**src/rtl/l2_port_scheduler.sv**
```systemverilog
// l2_port_scheduler: arbitrates the shared L2 port between two cores and runs each L2 transaction.
// Ports: reset (async, active-high); req/op/addr and flush/wb_data/wb_tag per core in;
// grant and done per core out; resp_data/resp_hit/resp_err with done;
// l2_req/l2_we/l2_addr/l2_wdata/l2_tag to L2; l2_ack/l2_rdata/l2_hit from L2;
// timeout_err is sticky.
module l2_port_scheduler #(
  parameter int ADDR_W = 32,
  parameter int DATA_W = 32,
  parameter int TAG_W = 24,
  parameter int TIMEOUT_CYCLES = 64
) (
  input  logic              clk,
  input  logic              reset,
  input  logic              req_core1,
  input  logic              req_core2,
  input  logic [1:0]        op_core1,
  input  logic [1:0]        op_core2,
  input  logic [ADDR_W-1:0] addr_core1,
  input  logic [ADDR_W-1:0] addr_core2,
  input  logic              flush_core1,
  input  logic              flush_core2,
  input  logic [DATA_W-1:0] wb_data_core1,
  input  logic [DATA_W-1:0] wb_data_core2,
  input  logic [TAG_W-1:0]  wb_tag_core1,
  input  logic [TAG_W-1:0]  wb_tag_core2,
  output logic              grant_core1,
  output logic              grant_core2,
  output logic              done_core1,
  output logic              done_core2,
  output logic [DATA_W-1:0] resp_data,
  output logic              resp_hit,
  output logic              resp_err,
  output logic              l2_req,
  output logic              l2_we,
  output logic [ADDR_W-1:0] l2_addr,
  output logic [DATA_W-1:0] l2_wdata,
  output logic [TAG_W-1:0]  l2_tag,
  input  logic              l2_ack,
  input  logic [DATA_W-1:0] l2_rdata,
  input  logic [1:0]        l2_hit,
  output logic              timeout_err
);
  localparam int CW = $clog2(TIMEOUT_CYCLES) + 1;
  typedef enum logic [1:0] {IDLE, ISSUE, RESP} state_t;
  state_t state, state_n;
  logic sel, ptr, lat_flush;
  logic [CW-1:0] cnt;
  logic p1, p2, win2, upg_win, timeout, start, hit;
  assign p1 = flush_core1 | (req_core1 & op_core1 != 2'b11);
  assign p2 = flush_core2 | (req_core2 & op_core2 != 2'b11);
  // Flush outranks a plain request; within the same class the RR pointer decides.
  assign win2 = p2 & (~p1 | (flush_core2 & ~flush_core1) | ((flush_core2 == flush_core1) & ptr));
  // A BusUpgr winner needs no L2 access; a pending flush is always served first.
  assign upg_win = win2 ? (~flush_core2 & op_core2 == 2'b01) : (~flush_core1 & op_core1 == 2'b01);
  assign start = state == IDLE && (p1 | p2);
  assign timeout = cnt == CW'(TIMEOUT_CYCLES - 1);
  assign hit = ~lat_flush & l2_hit == 2'b10;
  always_comb begin
    state_n = state == IDLE ? ((p1 | p2) ? (upg_win ? RESP : ISSUE) : IDLE)
            : state == ISSUE ? ((l2_ack | timeout) ? RESP : ISSUE)
            : IDLE;
  end
  always_ff @(posedge clk or posedge reset)
    if (reset) state <= IDLE;
    else state <= state_n;
  always_ff @(posedge clk or posedge reset) begin
    if (reset) begin
      sel <= 1'b0;
      ptr <= 1'b0;
      lat_flush <= 1'b0;
      l2_addr <= '0;
      l2_wdata <= '0;
      l2_tag <= '0;
      cnt <= '0;
      resp_data <= '0;
      resp_hit <= 1'b0;
      resp_err <= 1'b0;
      timeout_err <= 1'b0;
    end else begin
      if (start) begin
        sel <= win2;
        lat_flush <= win2 ? flush_core2 : flush_core1;
        l2_addr <= win2 ? addr_core2 : addr_core1;
        l2_wdata <= win2 ? wb_data_core2 : wb_data_core1;
        l2_tag <= win2 ? wb_tag_core2 : wb_tag_core1;
        cnt <= '0;
        if (upg_win) begin
          resp_data <= '0;
          resp_hit <= 1'b0;
          resp_err <= 1'b0;
        end
      end
      if (state == ISSUE) begin
        cnt <= cnt + 1'b1;
        if (l2_ack) begin
          resp_data <= hit ? l2_rdata : '0;
          resp_hit <= hit;
          resp_err <= 1'b0;
        end else if (timeout) begin
          resp_data <= '0;
          resp_hit <= 1'b0;
          resp_err <= 1'b1;
          timeout_err <= 1'b1;
        end
      end
      if (state == RESP) ptr <= ~sel;
    end
  end
  assign grant_core1 = state != IDLE && !sel;
  assign grant_core2 = state != IDLE && sel;
  assign done_core1 = state == RESP && !sel;
  assign done_core2 = state == RESP && sel;
  assign l2_req = state == ISSUE;
  assign l2_we = l2_req & lat_flush;
endmodule
```
**config.mk**
```make
export PLATFORM = sky130hd
export DESIGN_NAME = l2_port_scheduler
export DESIGN_NICKNAME = d
export VERILOG_FILES = /design/src/rtl/l2_port_scheduler.sv
export SDC_FILE = /design/constraint.sdc
export NUM_CORES = 1
export LEC_CHECK = 0
export BUFFER_PORTS_ARGS = -buffer_cell sky130_fd_sc_hd__buf_4
export CAP_MARGIN = 30
export CORE_AREA = 2 2 137 139
export CTS_CLUSTER_SIZE = 12
export DETAILED_ROUTE_END_ITERATION = 12
export DIE_AREA = 0 0 139 141
export PLACE_DENSITY = 0.65
export SKIP_LAST_GASP = 1
export SYNTH_ARGS = -nofsm -noshare
export SYNTH_HDL_FRONTEND = slang
export SYNTH_SLANG_ARGS = --single-unit
```
**constraint.sdc**
```tcl
create_clock -name clk -period 5.5 [get_ports clk]
set_input_delay 0.55 -clock clk [delete_from_list [all_inputs] [get_ports clk]]
set_output_delay 0.55 -clock clk [all_outputs]
set_load 0.01 [all_outputs]
```
==> impl_metrics.yaml <==
final_layout:
  area_delta_synth_final_pct: 54.4
  fin_nets: 1112
  drive_gt1_share_pct: 45.1
  nFillCells: 1701
  antenna_cells: 0
setup_path:
  critical_path_arrival_ns: 2.82
  endpoint_kind: "flop"
  crit_type: "primary input to flop"
  required_ns: 5.83
  crit_path_max_fanout: 46
  start_kind: "primary input"
clock_tree:
  cts-htree-levels: 4
  hold_buffers: 0
  cts_buffer_depth: 2
  cts_resized: 0
  cts.sinks: 135
  cts-root-buf: "clkbuf_16"
  cts_setup_buffers: 0
  clkLatencyLatePin_ns: 0.41
  clk_pin_slew_ns: 0.06
  cts_tree: "yes"
  tritoncts.num_buffers: 17
placed_design:
  portBuffers: 349
  dp_hpwl_mm: 15.3
  finalWeightedCongestion: 0.830
  dp_slack_ns: 2.33
timing:
  rsz0062_at_grt: "false"
  period_share_pct: 45.2
  slew_headroom_pct: 31.7
  finalHoldViolCount: 0
  clock.fmax_mhz: 402
  setup_viol: 0
  clock_skew_ns: 0.00870
  finalSetupTns_ns: 0
  final_max_slew_viol_count: 0
  fin_crit_ns: 2.49
  setup_ws_ns: 3.01
  worst_slew_pin_slew_ns: 1.02
global_route:
  antenna_found_initial: 0
  grt_pass1_wl_mm: 35.4
  grt_use_total_pct: 22.7
  grt_max_degree: 92
  grt_pass1_vias: 6212
  overflow: 0
route:
  drt_iter0_drc: 348
  post_drt_wl_per_cell_um: 20.2
  remaining_drc_errors: 0
  vias_per_cell: 5.58
  wirelength_mm: 22.9
  firstDrtPassIters: 5
  dr_total_vias: 6329
  detail-route-antenna-nets: 0
synth:
  synth_warnings: 0
  synth_top_family_by_area: "compound AO/OA/AOI/OAI gates"
  synth_ff_type: "dfrtp_1"
  synthSimpleGateAreaFrac_pct: 3.54
  synth_edf_count: 0
  synth_xor_area_share_pct: 0.139
  synth_area_leaders: "dfrtp_1 (53%), a2bb2oi_1 (12%), a31oi_1 (8.9%)"
  async_flop_share_pct: 100
  netlist.top_cell.by_area: "dfrtp_1"
  synth_top_area_share_pct: 53.5
  synth-compound-area-share_pct: 36.8
  ys_types: 46
  synthMuxAreaShare_pct: 0
  synth-seq-cells: 135
  synthAdderAreaFrac_pct: 0.594
  syn-num-nets: 801
  synth_area_um2: 6320
  netlist_instances: 577
  avgSynthCellArea_um2: 11.0
  yosysSeqAreaShare_pct: 53.5
floorplan:
  die_area_um2: 19600
  die_w_um: 139
  initial_core_util_pct: 34.6
  fp.coreArea_um2: 18300
  io-pin-count: 350
  chipHeight_um: 141
  num_rows: 50
hold_path:
  hold_class: "primary input to asynchronous set/reset pin"
pwr:
  max-vdd-ir-drop_uv: 259
  leakagePower_nw: 4.54
  power.density_nw_per_um2: 554
  p_total_mw: 5.40
outcome:
  status: "complete, no violations"
run:
  drv_cap: 0
## where the power goes
group,switching (mW),total [mW],internal (mW)
logic,1.15,2.38,1.23
registers,0.258,1.68,1.42
clock network,0.440,1.34,0.901
## synth_stat cells (2+ instances only)
| master | number |
|---|---|
| a21oi_1 | 3 |
| nor2_1 | 9 |
| nand2_1 | 9 |
| and3_1 | 3 |
| buf_2 | 23 |
| a2bb2oi_1 | 88 |
| dfrtp_1 | 135 |
| clkbuf_1 | 34 |
| buf_1 | 5 |
| a31oi_1 | 90 |
| a32o_1 | 33 |
| buf_6 | 4 |
| nand3_1 | 8 |
| o21ai_0 | 93 |
| nand2b_1 | 2 |
| inv_1 | 6 |
| ha_1 | 3 |
## area by class of cell
class / count / area [um2] / share of cell area [%]
Inverter: 7 / 31.3 / 0.321
Sequential cell: 135 / 3380 / 34.6
Clock inverter: 10 / 214 / 2.19
Clock buffer: 21 / 480 / 4.93
Tap cell: 234 / 293 / 3.00
Timing Repair Buffer: 360 / 2740 / 28.0
Multi-Input combinational cell: 367 / 2620 / 26.9
## cells in the final DEF (no fill, tap or decap), types with 4 or more instances in the layout
cell type,synthesis,final
nand2_1,9,9
clkbuf_8,0,4
a31oi_1,90,90
bufinv_16,0,6
nand3_1,8,8
nor2_1,9,8
inv_1,6,5
buf_4,1,358
dfrtp_1,135,135
clkbuf_16,0,17
a2bb2oi_1,88,88
a32o_1,33,33
o21ai_0,93,93
## final timing paths
| check | to | startpoint | slack (ns) | cells after the start |
|---|---|---|---|---|
| worst max-delay path | l2_wdata[21] | flush_core1 | 3.01 | 7 |
| worst min-delay path | l2_tag[8] | reset | 0.29 | 2 |
| worst max register to register | l2_wdata[21] | ptr | 3.21 | 5 |
| worst min register to register | timeout_err | timeout_err | 0.47 | 1 |
| max in group asynchronous | l2_addr[30] | reset | 4.04 | 3 |
| min in group clk | resp_data[16] | l2_rdata[16] | 0.35 | 2 |
## logic make-up after synthesis
| logic type | Yosys count |
|---|---|
| adders and majority gates | 3 |
| DFF | 135 |
| xor gates and xnor gates | 1 |
| and+or+nand+nor | 41 |
| AOI/OAI and AO/OA | 322 |
| buffers and inverters | 75 |
## sequential cells by signal (all words and copies together), names as in the netlist
signal / flops
resp_err: 1
l2_addr: 32
state: 2
ptr: 1
l2_tag: 24
lat_flush: 1
sel: 1
cnt: 7
resp_hit: 1
l2_wdata: 32
resp_data: 32
timeout_err: 1
## layer usage
layer,global-route usage [%],up-vias,routed length [um]
li1,-,2928,-
met3,7.78,39,2220
met1,30.0,3054,9530
met2,34.5,308,10600
met4,8.67,0,586
met5,0,-,0
## stage by stage
step,std cells,area (um2),hold slack (ns),utilization (%)
final,1134,9750,0.291,53.4
after CTS,1133,9730,0.321,53.2
after floorplan,577,6320,0.446,-
after global routing,1134,9750,0.335,53.4
after detailed placement,1102,9030,0.460,49.4
after global placement,1102,9030,0.444,49.4
## critical path, cell delays in order
cell and delay [ns]:
buf_4 0.14, inv_1 0.08, ha_1 0.36, o221a_2 0.77, buf_4 0.53, o21ai_0 0.15
a2bb2oi_1 0.20
Power figures use the tool's default switching activity.
